**src/rtl/cipher_io_pkg.sv**
```systemverilog
// Shared types and constants for the ciphertext UART drain.
package cipher_io_pkg;

    typedef enum logic [1:0] {
        StIdle,
        StStart,
        StData,
        StStop
    } uart_state_t;

    // Bit positions inside the status byte read back by the processor.
    localparam int unsigned STATUS_BUSY = 0;
    localparam int unsigned STATUS_FULL = 1;
    localparam int unsigned STATUS_OVF  = 2;

endpackage

```
**src/rtl/sync_fifo.sv**
```systemverilog
// Show-ahead synchronous FIFO with wrap-bit pointers.
module sync_fifo #(
    parameter int unsigned WIDTH = 8,
    parameter int unsigned DEPTH = 16
) (
    input  logic             clk,
    input  logic             reset,
    input  logic             push,
    input  logic             pop,
    input  logic [WIDTH-1:0] din,
    output logic [WIDTH-1:0] dout,
    output logic             full,
    output logic             empty
);

    localparam int unsigned AW = $clog2(DEPTH);

    logic [AW:0]      wr_ptr_q, wr_ptr_d;
    logic [AW:0]      rd_ptr_q, rd_ptr_d;
    logic [WIDTH-1:0] mem_q [DEPTH];
    logic             wr_en;
    logic             rd_en;

    assign empty = (wr_ptr_q == rd_ptr_q);
    assign full  = (wr_ptr_q[AW] != rd_ptr_q[AW]) &&
                   (wr_ptr_q[AW-1:0] == rd_ptr_q[AW-1:0]);

    // A push into a full FIFO still lands when the same edge frees a slot.
    assign rd_en = pop & ~empty;
    assign wr_en = push & (~full | rd_en);

    assign dout = mem_q[rd_ptr_q[AW-1:0]];

    // Pointer advance.
    always_comb begin
        wr_ptr_d = wr_ptr_q + {{AW{1'b0}}, wr_en};
        rd_ptr_d = rd_ptr_q + {{AW{1'b0}}, rd_en};
    end

    // Pointer registers.
    always_ff @(posedge clk) begin
        if (reset) begin
            wr_ptr_q <= '0;
            rd_ptr_q <= '0;
        end else begin
            wr_ptr_q <= wr_ptr_d;
            rd_ptr_q <= rd_ptr_d;
        end
    end

    // Storage; contents are meaningless while the pointers say empty.
    always_ff @(posedge clk) begin
        if (wr_en) begin
            mem_q[wr_ptr_q[AW-1:0]] <= din;
        end
    end

endmodule

```
**src/rtl/cipher_uart_tx.sv**
```systemverilog
// Port-mapped ciphertext drain: PicoBlaze writes -> FIFO -> 8N1 UART, LSB first.
module cipher_uart_tx
    import cipher_io_pkg::*;
#(
    parameter int unsigned CLKS_PER_BIT  = 434,
    parameter int unsigned FIFO_DEPTH    = 16,
    parameter int unsigned DATA_PORT_BIT = 4
) (
    input  logic       clk,
    input  logic       reset,
    input  logic [7:0] port_id,
    input  logic [7:0] out_port,
    input  logic       write_strobe,
    output logic [7:0] status,
    output logic       tx
);

    localparam int unsigned    CntW    = (CLKS_PER_BIT > 1) ? $clog2(CLKS_PER_BIT) : 1;
    localparam logic [CntW-1:0] CntLast = CntW'(CLKS_PER_BIT - 1);

    uart_state_t     state_q, state_d;
    logic [CntW-1:0] cnt_q, cnt_d;
    logic [2:0]      idx_q, idx_d;
    logic [7:0]      shreg_q, shreg_d;
    logic            tx_q, tx_d;
    logic            ovf_q, ovf_d;

    logic       push_req;
    logic       pop;
    logic       cnt_last;
    logic [7:0] fifo_dout;
    logic       fifo_full;
    logic       fifo_empty;
    logic       unused_port_id;

    // Only one port_id bit is decoded; the rest belong to other peripherals.
    assign unused_port_id = ^port_id;
    assign push_req       = write_strobe & port_id[DATA_PORT_BIT];
    assign cnt_last       = (cnt_q == CntLast);

    sync_fifo #(
        .WIDTH (8),
        .DEPTH (FIFO_DEPTH)
    ) u_fifo (
        .clk   (clk),
        .reset (reset),
        .push  (push_req),
        .pop   (pop),
        .din   (out_port),
        .dout  (fifo_dout),
        .full  (fifo_full),
        .empty (fifo_empty)
    );

    // Sticky overflow: a push was dropped because no slot was free or freed.
    assign ovf_d = ovf_q | (push_req & fifo_full & ~pop);

    // UART FSM next-state, bit timing and registered tx value.
    always_comb begin
        state_d = state_q;
        cnt_d   = cnt_q;
        idx_d   = idx_q;
        shreg_d = shreg_q;
        pop     = 1'b0;

        unique case (state_q)
            StIdle: begin
                if (!fifo_empty) begin
                    pop     = 1'b1;
                    shreg_d = fifo_dout;
                    cnt_d   = '0;
                    state_d = StStart;
                end
            end
            StStart: begin
                if (cnt_last) begin
                    cnt_d   = '0;
                    idx_d   = '0;
                    state_d = StData;
                end else begin
                    cnt_d = cnt_q + 1'b1;
                end
            end
            StData: begin
                if (cnt_last) begin
                    cnt_d   = '0;
                    shreg_d = {1'b0, shreg_q[7:1]};
                    if (idx_q == 3'd7) begin
                        state_d = StStop;
                    end else begin
                        idx_d = idx_q + 1'b1;
                    end
                end else begin
                    cnt_d = cnt_q + 1'b1;
                end
            end
            StStop: begin
                if (cnt_last) begin
                    cnt_d = '0;
                    // Chain straight into the next start bit to keep frames contiguous.
                    if (!fifo_empty) begin
                        pop     = 1'b1;
                        shreg_d = fifo_dout;
                        state_d = StStart;
                    end else begin
                        state_d = StIdle;
                    end
                end else begin
                    cnt_d = cnt_q + 1'b1;
                end
            end
            default: state_d = StIdle;
        endcase

        // tx follows the state being entered so the line is registered with no extra lag.
        case (state_d)
            StStart: tx_d = 1'b0;
            StData:  tx_d = shreg_d[0];
            default: tx_d = 1'b1;
        endcase
    end

    // State registers.
    always_ff @(posedge clk) begin
        if (reset) begin
            state_q <= StIdle;
            cnt_q   <= '0;
            idx_q   <= '0;
            shreg_q <= '0;
            tx_q    <= 1'b1;
            ovf_q   <= 1'b0;
        end else begin
            state_q <= state_d;
            cnt_q   <= cnt_d;
            idx_q   <= idx_d;
            shreg_q <= shreg_d;
            tx_q    <= tx_d;
            ovf_q   <= ovf_d;
        end
    end

    // Status byte assembled from registered sources only.
    always_comb begin
        status              = 8'h00;
        status[STATUS_BUSY] = (state_q != StIdle);
        status[STATUS_FULL] = fifo_full;
        status[STATUS_OVF]  = ovf_q;
    end

    assign tx = tx_q;

endmodule

```
**config.mk**
```make
export PLATFORM = sky130hd
export DESIGN_NAME = cipher_uart_tx
export DESIGN_NICKNAME = d
export VERILOG_FILES = /design/src/rtl/cipher_io_pkg.sv /design/src/rtl/sync_fifo.sv /design/src/rtl/cipher_uart_tx.sv
export SDC_FILE = /design/constraint.sdc
export NUM_CORES = 1
export LEC_CHECK = 0
export BUFFER_PORTS_ARGS = -buffer_cell sky130_fd_sc_hd__clkbuf_2
export CORE_MARGIN = 3
export CORE_UTILIZATION = 65
export DETAILED_ROUTE_END_ITERATION = 16
export GPL_ROUTABILITY_DRIVEN = 0
export HOLD_SLACK_MARGIN = 0.06
export PLACE_DENSITY = 0.8
export REMOVE_ABC_BUFFERS = 1
export SYNTH_ARGS = -nofsm -noshare
export SYNTH_HDL_FRONTEND = slang
export SYNTH_HIERARCHICAL = 1
export SYNTH_SLANG_ARGS = --single-unit
```
**constraint.sdc**
```tcl
create_clock -name clk -period 7.82 [get_ports clk]
set_input_delay 0.391 -clock clk [delete_from_list [all_inputs] [get_ports clk]]
set_output_delay 0.391 -clock clk [all_outputs]
set_load 0.05 [all_outputs]
```
Yosys cells after proc, flatten, opt, wreduce, memory -nomap -nowiden
Memory sizes are Yosys's and may differ from the RTL's. A register that Yosys moved wholly into a read port is not among the register bits.
Cells that the tools add are included.
Storage, ports and cells
  flip-flop bits (word level): 34
  bits in writable memories: 128
  bits of input ports: 19
  output and inout bits: 9
  memories kept: 1
Memory list
  u_fifo.mem_q: words 16, width 8, read ports 1, clocked after Yosys merged registers in 1, wr ports 1, line sync_fifo.sv:20  | logic [WIDTH-1:0] mem_q [DEPTH];
Cells by class
  $add $sub $neg: 4
  eq/ne operators: 15
  multiplexer cells: 25
  bitwise logic cells: 10
  reduce and logical (&&, ||, !) cells: 8
Operators by type and width (number)
  $mux W8: 3
  $pmux W8 S3: 1
  $mux W9: 2
  $pmux W9 S2: 1
  $add A5 B1 Y5: 2
  $mux W2: 5
  $ne A2 B2 Y1 const B: 5
  $add A9 B1 Y9 const B: 1
  $eq A9 B9 Y1 const B: 1
  $mux W3: 3
  $pmux W2 S4: 1
  $eq A2 B2 Y1 const B: 3
  $pmux W3 S2: 1
  $and A1 B1 Y1: 5
  $eq A5 B5 Y1: 1
  $mux W1: 5
  $eq A2 B1 Y1 const B: 2
  $eq A4 B4 Y1: 1
  $mux W4: 1
  $pmux W1 S2: 2
  $reduce_and A4 Y1: 1
  $reduce_bool A2 Y1: 2
  $add A3 B1 Y3 const B: 1
  $eq A3 B3 Y1 const B: 1
  other kinds (8): 11

Longest topological paths before layout
Gate-level depths: netlist of the first run.
  word-level depth: 9
  depth in mapped cells: 14

Cells and area by module
The synthesis of the first run kept the hierarchy.
Modules (own cells, without submodules)
  sync_fifo: times used 1, cells an instance 297, area each 5670.4 sq um, sequential area each 4043.9 sq um
  cipher_uart_tx: times used 1, cells an instance 168, area each 1445.1 sq um, sequential area each 480.5 sq um

Worst setup path after synthesis of the first run
OpenSTA, ideal clock, no wires.
  path kind: register to register
  from: register cnt_q[0]
  to: memory u_fifo.mem_q[10][0] (enable)
  library setup time: 0.398 ns
  arrival time: 2.736 ns
  data required time: 7.422 ns
  setup slack: 4.686 ns
  cell stages (with the launch flop): 9
  path buffers: 1
  cells stage by stage: dfxtp_1 -> ha_1 -> and4_1 -> clkbuf_1 -> a31oi_2 -> or3_1 -> inv_1 -> nor3_4 -> nor4b_1
Between the ends
  word-level cells in the longest chain between the ends: 8
RTL lines
  start: declaration: line cipher_uart_tx.sv:22  | logic [CntW-1:0] cnt_q, cnt_d;
  start signal: assignment: line cipher_uart_tx.sv:134  | cnt_q <= cnt_d;
  $eq A9 B9 Y1: line cipher_uart_tx.sv:39  | assign cnt_last = (cnt_q == CntLast);
  $mux W1: line cipher_uart_tx.sv:98  | if (cnt_last) begin
  $pmux W1 S2: line cipher_uart_tx.sv:66  | unique case (state_q)
  via pop: line cipher_uart_tx.sv:29  | logic pop;
  $and A1 B1 Y1: line sync_fifo.sv:29  | assign rd_en = pop & ~empty;
  $or A1 B1 Y1: line sync_fifo.sv:30  | assign wr_en = push & (~full | rd_en);
  $and A1 B1 Y1: line sync_fifo.sv:30
  $mux W1: line sync_fifo.sv:53  | if (wr_en) begin
  $mux W1 (implied by the code): line sync_fifo.sv:54  | mem_q[wr_ptr_q[AW-1:0]] <= din;
  end: declaration: line sync_fifo.sv:20
The timed path passes the listed nets, and every way through them passes these cells.

Worst setup path after layout of the first run
  from: register u_fifo.rd_ptr_q[0]
  to: register u_fifo.wr_ptr_q[4]
Between the ends
  word-level cells in the longest chain between the ends: 8
  elaborated cells between the ends (all ways): 12
  those cells by class: add/sub (1); eq/ne (2); mux (3); bitwise (5); reduce/logical (1)
RTL lines
  start: declaration: line sync_fifo.sv:19  | logic [AW:0] rd_ptr_q, rd_ptr_d;
  start signal: assignment: line sync_fifo.sv:47  | rd_ptr_q <= rd_ptr_d;
  $eq A5 B5 Y1 (*): line sync_fifo.sv:24  | assign empty = (wr_ptr_q == rd_ptr_q);
  via fifo_empty: line cipher_uart_tx.sv:33  | logic fifo_empty;
  $mux W1 (*): line cipher_uart_tx.sv:68, cipher_uart_tx.sv:101
  $mux W1: line cipher_uart_tx.sv:98
  $pmux W1 S2 (*): line cipher_uart_tx.sv:66
  via pop: line cipher_uart_tx.sv:29
  $and A1 B1 Y1 (*): line sync_fifo.sv:29
  $or A1 B1 Y1 (*): line sync_fifo.sv:30
  $and A1 B1 Y1 (*): line sync_fifo.sv:30
  $add A5 B1 Y5 (*): line sync_fifo.sv:36  | wr_ptr_d = wr_ptr_q + {{AW{1'b0}}, wr_en};
  end signal: assignment: line sync_fifo.sv:46  | wr_ptr_q <= wr_ptr_d;
  end: declaration: line sync_fifo.sv:18  | logic [AW:0] wr_ptr_q, wr_ptr_d;
Mark *: on every way through the listed nets, which the timed path passes. The rest lies on a longest branch.
A chain may end at the register's enable or synchronous reset.

==> results.md, run 1 <==
- DRT iter0 DRCs: 279
- Final hold violations: 0
- Postcts setup bufs: 0
- Slew Limit Fails: 0
- Yosys top cell area share: 0.540
- Drt wl/cell: 21.5 µm
- Final Cell Area: 7760 µm²
- Setup Skew: 6.88 ps
- VDD IR max: 0.212 mV
- IO buf count: 15
- CTS tree: built
- Fillers: 634
- Cts bufs inserted: 17
- Largest net degree at the start of global routing: 44
- RSZ-0062 raised after global routing: no
- Worst Path Required: 8220 ps
- Hold Crit Class: in -> reg
- GRT Util Overall: 0.234
- Die Span X: 111 µm
- Area grow syn2layout: 9.00%
- YS warnings: 6
- Register area: 4530 µm²
- Yosys top cell by area: edfxtp_1
- Vias in the first global route: 3997
- Clock sink total: 162
- Grt total ovfl: 0
- Post-synth EDFFs: 128
- Uppermost layer routed: met4
- Post-Syn Area: 7120 µm²
- Core ar.: 10500 µm²
- Crit-path cells: xnor2_1, nand4_2, nor2_1, buf_4, or3_1, inv_1, nor3_4, nor2b_1, ha_1, ha_1, nand3_1, xor2_1, nor2_1
- Relative slew slack: 0.226
- Placement Rows: 37
- Crit path to: u_fifo/wr_ptr_q[4]$_SDFF_PP0_
- DR WL met2: 6.46 mm
- Crit path buf inv count: 2
- Reg2reg end: u_fifo/wr_ptr_q[4]$_SDFF_PP0_
- Setup violations, final: 0
- DRC: 0
- DR vias/cell: 6.47
- CP Launch Point: u_fifo/rd_ptr_q[0]$_SDFF_PP0_
- DR vias: 4043
- Root Driver: clkbuf_8
- # IOs: 28
- Final WL: 13.4 mm
- Max-cap violations: 0
- R2r worst-path depth: 13
- Min cycle time layout: 3760 ps
- Final setup TNS: 0 ps
- H-tree depth: 4
- Register area share after synthesis: 0.636
- Post-cts sizing count: 0
- Asr flop ratio synth: 0
- Post-detail-place hpwl: 8.51 mm
- Worst-Margin Slew: 1160 ps
- Share of cells above drive strength 1: 0.172
- First-pass GRT wire length: 21.8 mm
- Critical path endpoint category: flop
- LEAKAGE: 2.48 nW
- Initial Util: 0.680
- Top cells by area, synth: edfxtp_1 54%, dfxtp_1 9.6%, mux4_2 6.3%
- Met3 WL: 687 µm
- Synth Flop Type: edfxtp_1
- DP Worst Slack: 4110 ps
- Reg-to-Reg Start: u_fifo/rd_ptr_q[0]$_SDFF_PP0_
- Outcome: finished clean
- Initial antenna violation count: 0
- Hold Buf Count CTS: 0
- ANT nets after route: 0
- Crit path launch type: flop
- Library cells used by synthesis: 55
- Area of the multi-input gates: 2370 µm²
- Skew-Pair Late Insertion Delay: 530 ps
- Cells after Synth: 465
- Family with the most delay on the worst path: simple AND/OR/NAND/NOR gates
- R2R setup slack: 4060 ps
- Crit-path max FO: 28
- Layout Nets: 510
- Clock buffer depth: 2
- Syn_area_per_cell: 15.3 µm²
- Count leader, synth: edfxtp_1
- Fin crit share: 0.481
- CP Class: reg -> reg
- Most frequent cells after synthesis: 128 x edfxtp_1, 42 x nor2_1, 34 x dfxtp_1, 30 x mux2i_1, 20 x mux4_2
- Power, Total: 1.88 mW
- Clock slew at reported path FFs: 60 ps
- Setup ws final: 4060 ps
- CP max stage delay: 940 ps
- Ant. Diodes: 0
- Pre-antenna DRT Iters: 5
- Total die area: 12200 µm²
- Seq cells post-synth: 162
- Critical Path AT: 4160 ps
- Die H: 111 µm
- CP max stage cell: dfxtp_2
- Fmax: 0.266 GHz
- Met1 wire length: 5.85 mm
- Post-Place Cell Area: 7210 µm²
- Pwr Density: 242 nW/µm²
- Crit path depth: 13
-- cell usage in the layout, fill, tap and decap left out, types with 8 or more instances in the layout --
cell type	n
xnor2_1	9
dfxtp_1	32
nor2_1	42
xor2_1	10
nand4_1	11
nor2b_1	9
edfxtp_1	128
ha_1	14
o21ai_1	8
clkbuf_16	16
clkbuf_2	15
a32oi_1	8
nand2_1	9
nor4b_2	9
mux2i_1	30
mux4_2	20
a22oi_1	14
inv_1	9
-- layer usage --
metal	vias to the layer above	GRT usage
met4	0	0.112
met2	136	0.361
li1	1836	-
met1	2041	0.315
met3	30	0.0592
met5	-	0
-- flip-flops by register name, indices dropped and copies added, names as in the netlist --
name             flops
cnt_q                9
shreg_q              8
ovf_q                1
tx                   1
idx_q                3
u_fifo/rd_ptr_q      5
state_q              2
u_fifo/mem_q       128
u_fifo/wr_ptr_q      5
-- stage by stage --
step | utilization | std cells | hold slack (ps)
global placement | 0.690 | 594 | 444
floorplan | - | 438 | 430
CTS | 0.741 | 625 | 260
detailed placement | 0.690 | 594 | 462
finish | 0.741 | 625 | 282
global route | 0.741 | 625 | 303
-- where the power goes --
group | internal [mW] | leakage [nW] | switching (mW)
clock network | 0.450 | 0.262 | 0.309
logic | 0.0601 | 0.794 | 0.0953
registers | 0.944 | 1.43 | 0.0205
-- kinds of logic after synthesis --
kind of cell | after synthesis | share of synthesized area
flops | 162 | 0.636
simple gates | 116 | 0.0986
xor+xnor | 19 | 0.0234
fa+ha+maj | 14 | 0.0246
buf+inv | 40 | 0.0366
mux | 54 | 0.120
other cells | 1 | 0.000527
compound gates | 59 | 0.0601
-- how the worst min path moves through the flow --
stage	start	endpoint	slack (ps)	cells after the start
2_1_floorplan	idx_q[1]$_SDFFE_PP0P_	idx_q[1]$_SDFFE_PP0P_	430	2
3_3_place_gp	idx_q[2]$_SDFFE_PP0P_	idx_q[2]$_SDFFE_PP0P_	440	2
3_5_place_dp	idx_q[1]$_SDFFE_PP0P_	idx_q[1]$_SDFFE_PP0P_	460	2
4_1_cts	out_port[1]	u_fifo/mem_q[0][1]$_DFFE_PP_	260	1
5_1_grt	out_port[0]	u_fifo/mem_q[9][0]$_DFFE_PP_	300	1
6_report	out_port[1]	u_fifo/mem_q[0][1]$_DFFE_PP_	280	1
-- final cells by class --
class / count / area share
clock inverters: 10 / 0.0145
inverters: 9 / 0.00436
multi-input cells: 267 / 0.306
well taps: 136 / 0.0219
repair buffers: 20 / 0.0145
clock buffers: 21 / 0.0553
flip-flops and latches: 162 / 0.584
Power figures use the tool's default switching activity.
==> run 2: changes to the inputs <==
--- a/config.mk
+++ b/config.mk
@@ -7,11 +7,11 @@
 export LEC_CHECK = 0
 export BUFFER_PORTS_ARGS = -buffer_cell sky130_fd_sc_hd__clkbuf_2
 export CORE_MARGIN = 3
-export CORE_UTILIZATION = 65
+export CORE_UTILIZATION = 61
 export DETAILED_ROUTE_END_ITERATION = 16
 export GPL_ROUTABILITY_DRIVEN = 0
 export HOLD_SLACK_MARGIN = 0.06
-export PLACE_DENSITY = 0.8
+export PLACE_DENSITY = 0.76
 export REMOVE_ABC_BUFFERS = 1
 export SYNTH_ARGS = -nofsm -noshare
 export SYNTH_HDL_FRONTEND = slang
==> constraint.sdc (replaced) <==
create_clock -name clk -period 3.6 [get_ports clk]
set_input_delay 0.18 -clock clk [delete_from_list [all_inputs] [get_ports clk]]
set_output_delay 0.18 -clock clk [all_outputs]
set_load 0.05 [all_outputs]
==> results.md, run 2 (synthesis gave the netlist of run 1 again) <==
- Largest register FFs: 128
- IO buf count: 15
- Area of the multi-input gates: 2370 µm²
- # IOs: 28
- Skew-Pair Late Insertion Delay: 420 ps
- GRT Util Overall: 0.238
- Met1 wire length: 5.69 mm
- Pwr Density: 514 nW/µm²
- Register area: 4530 µm²
- Hold Crit Class: in -> reg
- Slew Limit Fails: 0
- RSZ-0062 raised after global routing: no
- Placement Rows: 38
- Reg-to-Reg Start: cnt_q[1]$_SDFFE_PP0P_
- Setup ws final: 659 ps
- Fillers: 732
- Final hold violations: 0
- R2R setup slack: 660 ps
- Postcts setup bufs: 0
- Min cycle time layout: 2940 ps
- VDD IR max: 0.476 mV
- Crit-path max FO: 12
- Relative slew slack: 0.461
- Clock buffer depth: 2
- DR vias: 4081
- Inst Count DP: 612
- DR vias/cell: 6.34
- Core ar.: 11100 µm²
- Post-detail-place hpwl: 9.18 mm
- CP Launch Point: cnt_q[1]$_SDFFE_PP0P_
- DR WL met2: 7.12 mm
- Fmax: 0.340 GHz
- H-tree depth: 4
- Post-cts sizing count: 0
- Final setup TNS: 0 ps
- First-pass GRT wire length: 22.7 mm
- R2r worst-path depth: 13
- Worst Path Required: 3890 ps
- Critical path endpoint category: flop
- Initial antenna violation count: 0
- Area grow syn2layout: 10.3%
- DRT iter0 DRCs: 331
- DP Worst Slack: 696 ps
- Most frequent cells in the layout: 128 x edfxtp_1, 42 x nor2_1, 32 x dfxtp_1
- Setup violations, final: 0
- Pre-antenna DRT Iters: 5
- Die Span X: 114 µm
- Non-Filler Instances: 644
- Worst-Margin Slew: 806 ps
- Layout Nets: 524
- Clock slew at reported path FFs: 60 ps
- Fin crit share: 0.817
- LEAKAGE: 2.55 nW
- Crit path launch type: flop
- ANT nets after route: 0
- CTS tree: built
- Outcome: finished clean
- Met3 WL: 1.07 mm
- Commonest non-fill, non-tap cell in the layout: edfxtp_1
- Initial Util: 0.640
- Ant. Diodes: 0
- Max-cap violations: 0
- Cts bufs inserted: 17
- Vias in the first global route: 4068
- CP Class: reg -> reg
- Grt total ovfl: 0
- Hold Buf Count CTS: 0
- Root Driver: clkbuf_16
- DRC: 0
- Uppermost layer routed: met4
- Reg2reg end: u_fifo/wr_ptr_q[4]$_SDFF_PP0_
- Total die area: 13000 µm²
- Die H: 114 µm
- Setup Skew: 11.4 ps
- Final WL: 14.1 mm
- Largest net degree at the start of global routing: 43
- Crit path to: u_fifo/wr_ptr_q[4]$_SDFF_PP0_
- Drt wl/cell: 21.9 µm
- Critical Path AT: 3230 ps
- Clock sink total: 162
- Share of cells above drive strength 1: 0.192
## run 2: changes by cell type in the layout (fill, tap and decap cells not counted)
cell,change
buf_4,+14
bufinv_16,-2
clkbuf_1,+2
clkbuf_16,+1
clkinv_2,-2
clkinv_4,+1
inv_6,+1
## run 2: how the worst min path moves through the flow
stage | startpoint | to | slack [ps] | cells past startpoint
after floorplan | reset | idx_q[1]$_SDFFE_PP0P_ | 250 | 1
after global placement | idx_q[1]$_SDFFE_PP0P_ | idx_q[1]$_SDFFE_PP0P_ | 440 | 2
after detailed placement | idx_q[2]$_SDFFE_PP0P_ | idx_q[2]$_SDFFE_PP0P_ | 470 | 2
after CTS | out_port[2] | u_fifo/mem_q[13][2]$_DFFE_PP_ | 210 | 1
after global routing | out_port[1] | u_fifo/mem_q[4][1]$_DFFE_PP_ | 250 | 1
final | out_port[2] | u_fifo/mem_q[15][2]$_DFFE_PP_ | 220 | 1
## run 2: power by group
part           switching [mW]  leakage [nW]  internal, mW  total [mW]
Combinational           0.229         0.870         0.135       0.364
Clock                   0.690         0.249         0.902        1.59
Sequential             0.0298          1.43          2.05        2.08
Total                   0.949          2.55          3.09        4.04
## run 2: through the flow
step,instance area [µm²],util,power [mW],hold WS [ps]
2_1_floorplan,6900,-,2.36,249
3_3_place_gp,7320,0.658,2.46,443
3_5_place_dp,7320,0.658,2.48,470
4_1_cts,7850,0.705,4.06,215
5_1_grt,7850,0.705,4.17,246
6_report,7850,0.705,4.04,223
## run 2: layout make-up
class | count | area share
Clock inverter | 8 | 0.00765
Sequential cell | 162 | 0.577
Multi-Input combinational cell | 267 | 0.302
Timing Repair Buffer | 34 | 0.0277
Clock buffer | 24 | 0.0588
Inverter | 9 | 0.00431
Tap cell | 140 | 0.0223
## run 2: critical path: stages (launching register included)
cell	delay (ps)
dfxtp_1	410
inv_1	70
ha_1	190
and4_1	300
a31oi_2	250
or3_1	170
inv_1	80
nor3_4	510
nor2b_1	110
ha_1	220
ha_1	210
nand3_1	100
xor2_1	150
nor2_1	50
## run 2: routing by layer
metal  up-vias  track usage
met2       151        0.375
met5         -            0
met1      2049        0.319
li1       1860            -
met4         0       0.0681
met3        21       0.0801
==> run 3: changes to the inputs <==
==> constraint.sdc (replaced) <==
create_clock -name clk -period 2.89 [get_ports clk]
set_input_delay 0.1445 -clock clk [delete_from_list [all_inputs] [get_ports clk]]
set_output_delay 0.1445 -clock clk [all_outputs]
set_load 0.05 [all_outputs]
==> results.md, run 3 (synthesis gave the netlist of run 1 again) <==
- Ant. Diodes: 0
- Setup violations, final: 0
- Critical path endpoint category: flop
- Worst-Margin Slew: 671 ps
- Relative slew slack: 0.553
- Clock buffer depth: 2
- Largest register FFs: 128
- LEAKAGE: 2.70 nW
- IO buf count: 15
- H-tree depth: 4
- Area grow syn2layout: 13.4%
- DRC: 0
- Slew Limit Fails: 0
- Fin crit share: 0.900
- Crit-path cells: nor4b_4, a31oi_2, or3_1, inv_1, nor3_4, buf_4, nor4bb_1, buf_4
- Clock sink total: 162
- CP max stage delay: 400 ps
- Vias in the first global route: 4164
- Drt wl/cell: 21.7 µm
- DR vias/cell: 6.21
- RSZ-0062 raised after global routing: no
- Setup Skew: 8.67 ps
- Max-cap violations: 0
- Core ar.: 11100 µm²
- DRT iter0 DRCs: 397
- Skew-Pair Late Insertion Delay: 420 ps
- Final WL: 14.4 mm
- Outcome: finished clean
- Post-detail-place hpwl: 9.22 mm
- Final hold violations: 0
- Worst Path Required: 3010 ps
- Initial Util: 0.640
- Root Driver: clkbuf_16
- Pwr Density: 649 nW/µm²
- Hold Buf Count CTS: 0
- Initial antenna violation count: 0
- Total die area: 13000 µm²
- Min cycle time layout: 2600 ps
- CP Class: reg -> reg
- DR vias: 4132
- Commonest non-fill, non-tap cell in the layout: edfxtp_1
- Layout Nets: 545
- Final Hold Slack: 199 ps
- Non-Filler Instances: 665
- Crit path launch type: flop
- Grt total ovfl: 0
- Hold Crit Class: in -> reg
- Pre-antenna DRT Iters: 4
- Worst path most repeated cell: buf_4
- Die Span X: 114 µm
- Placement Rows: 38
- Share of cells above drive strength 1: 0.234
- Fmax: 0.384 GHz
- Clock slew at reported path FFs: 60 ps
- Crit-path max FO: 16
- # IOs: 28
- Cts bufs inserted: 17
- First-pass GRT wire length: 22.9 mm
- Most frequent cells in the layout: 128 x edfxtp_1, 42 x nor2_1, 40 x buf_4
- ANT nets after route: 0
- CP max stage cell: nor4bb_1
- Largest net degree at the start of global routing: 43
- Fillers: 694
- Inst Count DP: 632
- VDD IR max: 0.624 mV
- CTS tree: built
- Die H: 114 µm
- GRT Util Overall: 0.239
- Critical Path AT: 2720 ps
run 3: changes by cell type in the layout (fill, tap and decap cells not counted):
| cell | change |
|---|---|
| inv_4 | +1 |
| inv_6 | +1 |
| clkbuf_2 | +1 |
| buf_4 | +21 |
| clkbuf_1 | -5 |
| clkinv_4 | -1 |
| clkinvlp_4 | -1 |
| clkbuf_16 | +3 |
| clkinv_2 | +1 |
run 3: report_power, final:
| group | switching (mW) | internal, mW |
|---|---|---|
| registers | 0.0228 | 2.55 |
| clock network | 0.880 | 1.28 |
| logic | 0.307 | 0.189 |
run 3: final cells by class:
| type | instances | area [µm²] | area share |
|---|---|---|---|
| clock buffers | 23 | 523 | 0.0648 |
| clock inverters | 9 | 63.8 | 0.00791 |
| inverters | 9 | 33.8 | 0.00419 |
| multi-input cells | 267 | 2370 | 0.294 |
| flip-flops and latches | 162 | 4530 | 0.561 |
| well taps | 140 | 175 | 0.0217 |
| repair buffers | 55 | 375 | 0.0465 |
run 3: path summary, 6_finish.rpt:
kind / to / startpoint / depth (start not counted) / slack [ps]
worst min register to register: idx_q[2]$_SDFFE_PP0P_ / idx_q[2]$_SDFFE_PP0P_ / 2 / 470
worst min-delay path: u_fifo/mem_q[0][3]$_DFFE_PP_ / out_port[3] / 1 / 200
worst max register to register: u_fifo/mem_q[2][1]$_DFFE_PP_ / cnt_q[2]$_SDFFE_PP0P_ / 8 / 290
worst max-delay path: u_fifo/mem_q[2][1]$_DFFE_PP_ / cnt_q[2]$_SDFFE_PP0P_ / 8 / 290
run 3: repair_timing:
| action | 4_1_cts | 5_1_grt |
|---|---|---|
| setup endpoints to repair | 1 | 0 |
| buffers inserted | 1 | 0 |
| gates resized for setup | 0 | 0 |
run 3: per-stage QoR:
step	setup WS (ps)	setup TNS, ps	area [µm²]	utilization	power, mW
2_1_floorplan	-1210	-133080	6900	-	2.95
3_3_place_gp	37.0	0	7470	0.672	3.10
3_5_place_dp	-23.1	-23.1	7470	0.672	3.11
4_1_cts	251	0	8070	0.725	5.26
5_1_grt	196	0	8070	0.725	5.40
6_report	289	0	8070	0.725	5.24
run 3: layer usage:
layer  vias to the layer above  global-route usage  routed length [µm]
met1                      2068               0.315                6000
met2                       141               0.396                7390
li1                       1907                   -                   -
met4                         0              0.0721                 208
met5                         -                   0                   0
met3                        16              0.0626                 829
run 3: critical path, delay by kind of cell, from the launching register on:
family                 cells  cell delay, ps
AOI/OAI and AO/OA          1             160
buffers and inverters      3             580
DFF                        1             380
and+or+nand+nor            4            1190
